==> src/rtl/hazard_ctrl.sv <==
`default_nettype none
// ============================================================================
// hazard_ctrl : stall/bubble/flush generation for the 5-stage RV64I pipeline
// Rev 1.0
// ============================================================================
module hazard_ctrl #(
  parameter int REG_AW        = 5,
  parameter int REDIR_BUBBLES = 2,
  parameter int MEM_TIMEOUT   = 255,
  parameter int CNT_W         = 32
) (
  input  logic              clk_i,
  input  logic              rst_i,
  input  logic              id_valid_i,
  input  logic [REG_AW-1:0] id_rs1_i,
  input  logic [REG_AW-1:0] id_rs2_i,
  input  logic              id_use_rs1_i,
  input  logic              id_use_rs2_i,
  input  logic              ex_valid_i,
  input  logic [REG_AW-1:0] ex_rd_i,
  input  logic              ex_mem_read_i,
  input  logic              ex_redirect_i,
  input  logic              mem_req_i,
  input  logic              mem_ack_i,
  output logic              pc_hold_o,
  output logic              ifid_hold_o,
  output logic              ifid_flush_o,
  output logic              idex_hold_o,
  output logic              idex_bubble_o,
  output logic              exmem_hold_o,
  output logic              memwb_bubble_o,
  output logic              mem_timeout_o,
  output logic [CNT_W-1:0]  stall_cnt_o,
  output logic [CNT_W-1:0]  flush_cnt_o
);

  localparam int DW = (REDIR_BUBBLES > 1) ? $clog2(REDIR_BUBBLES) : 1;
  localparam int WW = $clog2(MEM_TIMEOUT + 1);
  localparam logic [DW-1:0] C_DRAIN_LOAD = DW'(REDIR_BUBBLES - 1);
  localparam logic [WW-1:0] C_WAIT_MAX   = WW'(MEM_TIMEOUT);

  typedef enum logic [1:0] {
    ST_RUN      = 2'd0,
    ST_DRAIN    = 2'd1,
    ST_MEM_WAIT = 2'd2
  } state_e;

  state_e           state_q, state_d, base_st;
  logic [DW-1:0]    drain_cnt_q, drain_cnt_d;
  logic [WW-1:0]    wait_cnt_q, wait_cnt_d;
  logic             saved_drain_q, saved_drain_d;
  logic             timeout_q, timeout_d;
  logic [CNT_W-1:0] stall_cnt_q, flush_cnt_q;
  logic             memwait, load_use, any_hold;

  assign memwait  = ((state_q == ST_MEM_WAIT) || mem_req_i) && !mem_ack_i;
  assign load_use = ex_valid_i && ex_mem_read_i && (ex_rd_i != '0) && id_valid_i &&
                    ((id_use_rs1_i && (id_rs1_i == ex_rd_i)) ||
                     (id_use_rs2_i && (id_rs2_i == ex_rd_i)));

  always_comb begin
    state_d        = state_q;
    drain_cnt_d    = drain_cnt_q;
    wait_cnt_d     = wait_cnt_q;
    saved_drain_d  = saved_drain_q;
    timeout_d      = timeout_q;
    pc_hold_o      = 1'b0;
    ifid_hold_o    = 1'b0;
    ifid_flush_o   = 1'b0;
    idex_hold_o    = 1'b0;
    idex_bubble_o  = 1'b0;
    exmem_hold_o   = 1'b0;
    memwb_bubble_o = 1'b0;
    // On the ack cycle the pipeline resumes in whatever mode was frozen, so a
    // pending drain squashes ID right away instead of letting it reach EX.
    base_st = state_q;
    if (state_q == ST_MEM_WAIT) begin
      base_st = (saved_drain_q && (drain_cnt_q != '0)) ? ST_DRAIN : ST_RUN;
    end

    if (memwait) begin
      pc_hold_o      = 1'b1;
      ifid_hold_o    = 1'b1;
      idex_hold_o    = 1'b1;
      exmem_hold_o   = 1'b1;
      memwb_bubble_o = 1'b1;
      state_d        = ST_MEM_WAIT;
      if (state_q != ST_MEM_WAIT) begin
        saved_drain_d = (state_q == ST_DRAIN);
      end
      if (wait_cnt_q != C_WAIT_MAX) begin
        wait_cnt_d = wait_cnt_q + WW'(1);
      end
      if (wait_cnt_d == C_WAIT_MAX) begin
        timeout_d = 1'b1;
      end
    end else begin
      wait_cnt_d    = '0;
      saved_drain_d = 1'b0;
      state_d       = base_st;
      if (ex_redirect_i) begin
        ifid_flush_o  = 1'b1;
        idex_bubble_o = 1'b1;
        if (REDIR_BUBBLES > 1) begin
          drain_cnt_d = C_DRAIN_LOAD;
          state_d     = ST_DRAIN;
        end else begin
          drain_cnt_d = '0;
          state_d     = ST_RUN;
        end
      end else if (base_st == ST_DRAIN) begin
        ifid_flush_o = 1'b1;
        drain_cnt_d  = drain_cnt_q - DW'(1);
        if (drain_cnt_d == '0) begin
          state_d = ST_RUN;
        end
      end else if (load_use) begin
        pc_hold_o     = 1'b1;
        ifid_hold_o   = 1'b1;
        idex_bubble_o = 1'b1;
      end
    end

    if (rst_i) begin
      pc_hold_o      = 1'b0;
      ifid_hold_o    = 1'b0;
      ifid_flush_o   = 1'b0;
      idex_hold_o    = 1'b0;
      idex_bubble_o  = 1'b0;
      exmem_hold_o   = 1'b0;
      memwb_bubble_o = 1'b0;
    end
  end

  assign any_hold = pc_hold_o || ifid_hold_o || idex_hold_o || exmem_hold_o;

  always_ff @(posedge clk_i) begin
    if (rst_i) begin
      state_q       <= ST_RUN;
      drain_cnt_q   <= '0;
      wait_cnt_q    <= '0;
      saved_drain_q <= 1'b0;
      timeout_q     <= 1'b0;
      stall_cnt_q   <= '0;
      flush_cnt_q   <= '0;
    end else begin
      state_q       <= state_d;
      drain_cnt_q   <= drain_cnt_d;
      wait_cnt_q    <= wait_cnt_d;
      saved_drain_q <= saved_drain_d;
      timeout_q     <= timeout_d;
      if (any_hold && (stall_cnt_q != '1)) begin
        stall_cnt_q <= stall_cnt_q + CNT_W'(1);
      end
      if (ifid_flush_o && (flush_cnt_q != '1)) begin
        flush_cnt_q <= flush_cnt_q + CNT_W'(1);
      end
    end
  end

  assign mem_timeout_o = timeout_q;
  assign stall_cnt_o   = stall_cnt_q;
  assign flush_cnt_o   = flush_cnt_q;

endmodule
`default_nettype wire

==> config.mk <==
export PLATFORM = sky130hd
export DESIGN_NAME = hazard_ctrl
export DESIGN_NICKNAME = d
export VERILOG_FILES = /design/src/rtl/hazard_ctrl.sv
export SDC_FILE = /design/constraint.sdc
export NUM_CORES = 1
export LEC_CHECK = 0
export CORE_MARGIN = 2
export CORE_UTILIZATION = 45
export CTS_CLUSTER_SIZE = 20
export DETAILED_ROUTE_END_ITERATION = 10
export PLACE_DENSITY = 0.74
export SYNTH_ARGS = -nofsm -noshare
export SYNTH_HDL_FRONTEND = slang
export SYNTH_SLANG_ARGS = --single-unit
==> constraint.sdc <==
create_clock -name clk_i -period 2.4 [get_ports clk_i]
set_input_delay 0.6 -clock clk_i [delete_from_list [all_inputs] [get_ports clk_i]]
set_output_delay 0.6 -clock clk_i [all_outputs]
set_load 0.01 [all_outputs]
==> results.toml <==
[power_and_ir_drop]
p_leak_uw = 0.00209
p_per_area_mw_per_mm2 = 434
ir_drop_uv = 281

[route]
wl_mm = 9.91
ant_nets = 0
routedWlPerCell_um = 13.7
routed_via_density = 5.32
dr_total_vias = 3838
drt_iter0_markers = 133
route.detailed.drc = 0
firstDrtPassIters = 4

[floorplan]
pin_count = 97
die-area_mm2 = 0.00941
start_util = 0.469
core_area_mm2 = 0.00830
die_w_um = 97.0
fp-row-count = 33
die_h_um = 97.0

[synthesis]
synth_fp_nets = 497
synth_compound_gate_area_share = 0.0890
synth_xor_area_frac = 0.121
yosysSeqAreaShare = 0.396
syn-instance-count = 469
synth_seq_cells = 77
synth_top_family_by_area = "simple AND/OR/NAND/NOR gates"
synth_simple_gate_area_share = 0.327
ys_types = 47
muxShareOfSynthArea = 0.0167
ys_warn_count = 0
syn_avg_cell_area_um2 = 8.30
syn_area_mm2 = 0.00389
synth_fa_ha_area_frac = 0.00964

[setup_path]
worstPathArrival_ns = 1.97
critPathLaunchType = "input pin"
end_kind = "output pin"
critPathRequiredTime_ns = 1.80
crit_fanout = 3
cp.buffers_inverters = 3
worstSetupPathType = "input pin to output pin"
critPathTopFamily = "simple AND/OR/NAND/NOR gates"
cp_slowest_cell = "nor4_2"
worstPathCellList = "buf_8 -> xor2_2 -> nor4_2 -> nand3_1 -> buf_4 -> nand2_2 -> a31oi_1 -> nor3_1 -> buf_2"
cp_slowest_stage_delay_ns = 0.30

[placed_design]
dp_hpwl_mm = 7.37
io_buffers = 96
pre_cts_ws_ns = -0.982
placed_area_mm2 = 0.00527
gp_routability_congestion = 0.823
dp.cells = 700

[sta]
maxSlewViolCount = 0
setup_ws_ns = -0.168
period_share = 1.07
skew_ns = 0.0157
finalHoldViolCount = 0
slew_headroom = 0.740
fmax_mhz = 389
rsz0062_at_grt = "true"
worstMarginPinSlew_ns = 0.386
whs_ns = 0.470
setup_viol = 6
period_needed_ns = 2.57

[global_route]
grt_start_max_net_pins = 27
grt_pass1_wl_mm = 16.8
grt_usage = 0.209
antenna_found_initial = 0
overflow = 0
grt_pass1_vias = 3798

[clock_network]
numCtsBuffers = 9
clkSinkCount = 77
clk_pin_slew_ns = 0.07
htreeDepth = 3
cts-root-buf = "clkbuf_8"
clkLatencyLatePin_ns = 0.34
cts_tree = "built"
clock_path_buffers = 2

[final_layout]
final_area_mm2 = 0.00559
fin_util = 0.673
drive_gt1_frac = 0.211
final_cells = 721
areaGrowthSynthToFinish_pct = 43.4
fill_cells = 698
antennaDiodeCount = 0
layout.nets = 641

[job]
cap_violations = 0

[status]
status = "finished, violations left"
violations = "setup timing"

[min_path]
holdCritPathClass = "flop to flop"
per-stage QoR:
step	total power (uW)	TNS, ns
final	2420	-0.578
after global routing	2520	-2.10
after floorplan	1420	-0.0645
after detailed placement	1510	-28.51
after CTS	2430	-0.867
after global placement	1510	-26.14
registers in the layout (all words and copies together) (netlist names):
name           flops
mem_timeout_o      1
drain_cnt_q        1
wait_cnt_q         8
flush_cnt_o       32
stall_cnt_o       32
state_q            2
saved_drain_q      1
report_power, final:
group	switching (uW)	total, uW	internal (uW)	leakage, uW
sequential	9.34	1290	1290	0.000622
clock	460	926	466	0.0000947
combinational	99.8	201	102	0.00137
total	569	2420	1850	0.00209
cell usage in the layout (no fill, tap or decap), drive strengths merged, types with 10 or more instances in the layout:
master	netlist	final
xor2	44	44
nand2	32	32
a21oi	24	24
buf	9	74
clkbuf	14	10
dfxtp	77	77
nand4	24	24
nor3	13	13
inv	10	10
o21ai	18	18
clkdlybuf4s50	0	74
nor2	68	68
and4	10	10
xnor2	10	10
or3	17	17
and3	10	10
nand3	30	30
kinds of logic after synthesis:
| logic type | after synthesis |
|---|---|
| AO/OA/AOI/OAI | 57 |
| XOR/XNOR | 54 |
| flip-flops | 77 |
| multiplexers | 6 |
| buffers and inverters | 33 |
| adder cells (fa/ha/maj) | 3 |
| AND/OR/NAND/NOR | 239 |
final timing paths:
path | cells past startpoint | start | endpoint | slack, ns
worst max-delay path | 9 | ex_rd_i[2] | idex_bubble_o | -0.17
worst min register to register | 1 | wait_cnt_q[6]$_SDFF_PN0_ | wait_cnt_q[6]$_SDFF_PN0_ | 0.47
worst min-delay path | 1 | wait_cnt_q[6]$_SDFF_PN0_ | wait_cnt_q[6]$_SDFF_PN0_ | 0.47
worst max register to register | 10 | stall_cnt_o[0]$_SDFFE_PP0P_ | stall_cnt_o[22]$_SDFFE_PP0P_ | -0.04
per-layer routing:
metal / routed length, um / track usage
met1: 4500 / 0.264
met2: 4910 / 0.371
met3: 402 / 0.0311
met4: 93 / 0.0563
met5: 0 / 0
cell type report:
class | instances | area, um^2 | share of cell area
multi-input combinational | 359 | 2320 | 0.415
sequential | 77 | 1540 | 0.276
timing repair buffer | 156 | 1380 | 0.246
tap | 105 | 131 | 0.0235
clock buffer | 9 | 124 | 0.0222
clock inverter | 5 | 53.8 | 0.00963
inverter | 10 | 37.5 | 0.00672
cells in the mapped netlist, drive strengths merged:
| cell type | instances | area, um^2 |
|---|---|---|
| a22oi | 1 | 7.51 |
| o211a | 1 | 10.0 |
| nand3b | 1 | 7.51 |
| o21ba | 1 | 10.0 |
| a21oi | 24 | 120 |
| clkbuf | 14 | 52.6 |
| nand4 | 24 | 156 |
| o31ai | 4 | 30.0 |
| and4 | 10 | 87.6 |
| xnor2 | 10 | 87.6 |
| ha | 3 | 37.5 |
| nor3 | 13 | 75.1 |
| nor2b | 7 | 43.8 |
| or4 | 7 | 56.3 |
| mux2i | 2 | 20.0 |
| or2 | 2 | 12.5 |
| nand3 | 30 | 160 |
| dfxtp | 77 | 1540 |
| and3 | 10 | 62.6 |
| nor4 | 5 | 37.5 |
| and4b | 1 | 10.0 |
| nor3b | 2 | 15.0 |
| inv | 10 | 37.5 |
| or3 | 17 | 111 |
| and2 | 5 | 31.3 |
| o22ai | 1 | 6.26 |
| nor2 | 68 | 255 |
| a211oi | 2 | 20.0 |
| xor2 | 44 | 385 |
| mux2 | 4 | 45.0 |
| buf | 9 | 66.3 |
| nand2 | 32 | 120 |
| nand2b | 5 | 31.3 |
| a31oi | 5 | 52.6 |
| o21ai | 18 | 90.1 |
repair_timing:
| action | in CTS | in global routing |
|---|---|---|
| hold buffers | 0 | 0 |
| endpoints found under the setup margin | 31 | 41 |
| setup buffers | 4 | 3 |
| pin swaps | 12 | 12 |
| gates cloned | 0 | 0 |
| gates resized for setup | 78 | 22 |
No activity file was read; power rests on OpenSTA's default activity.
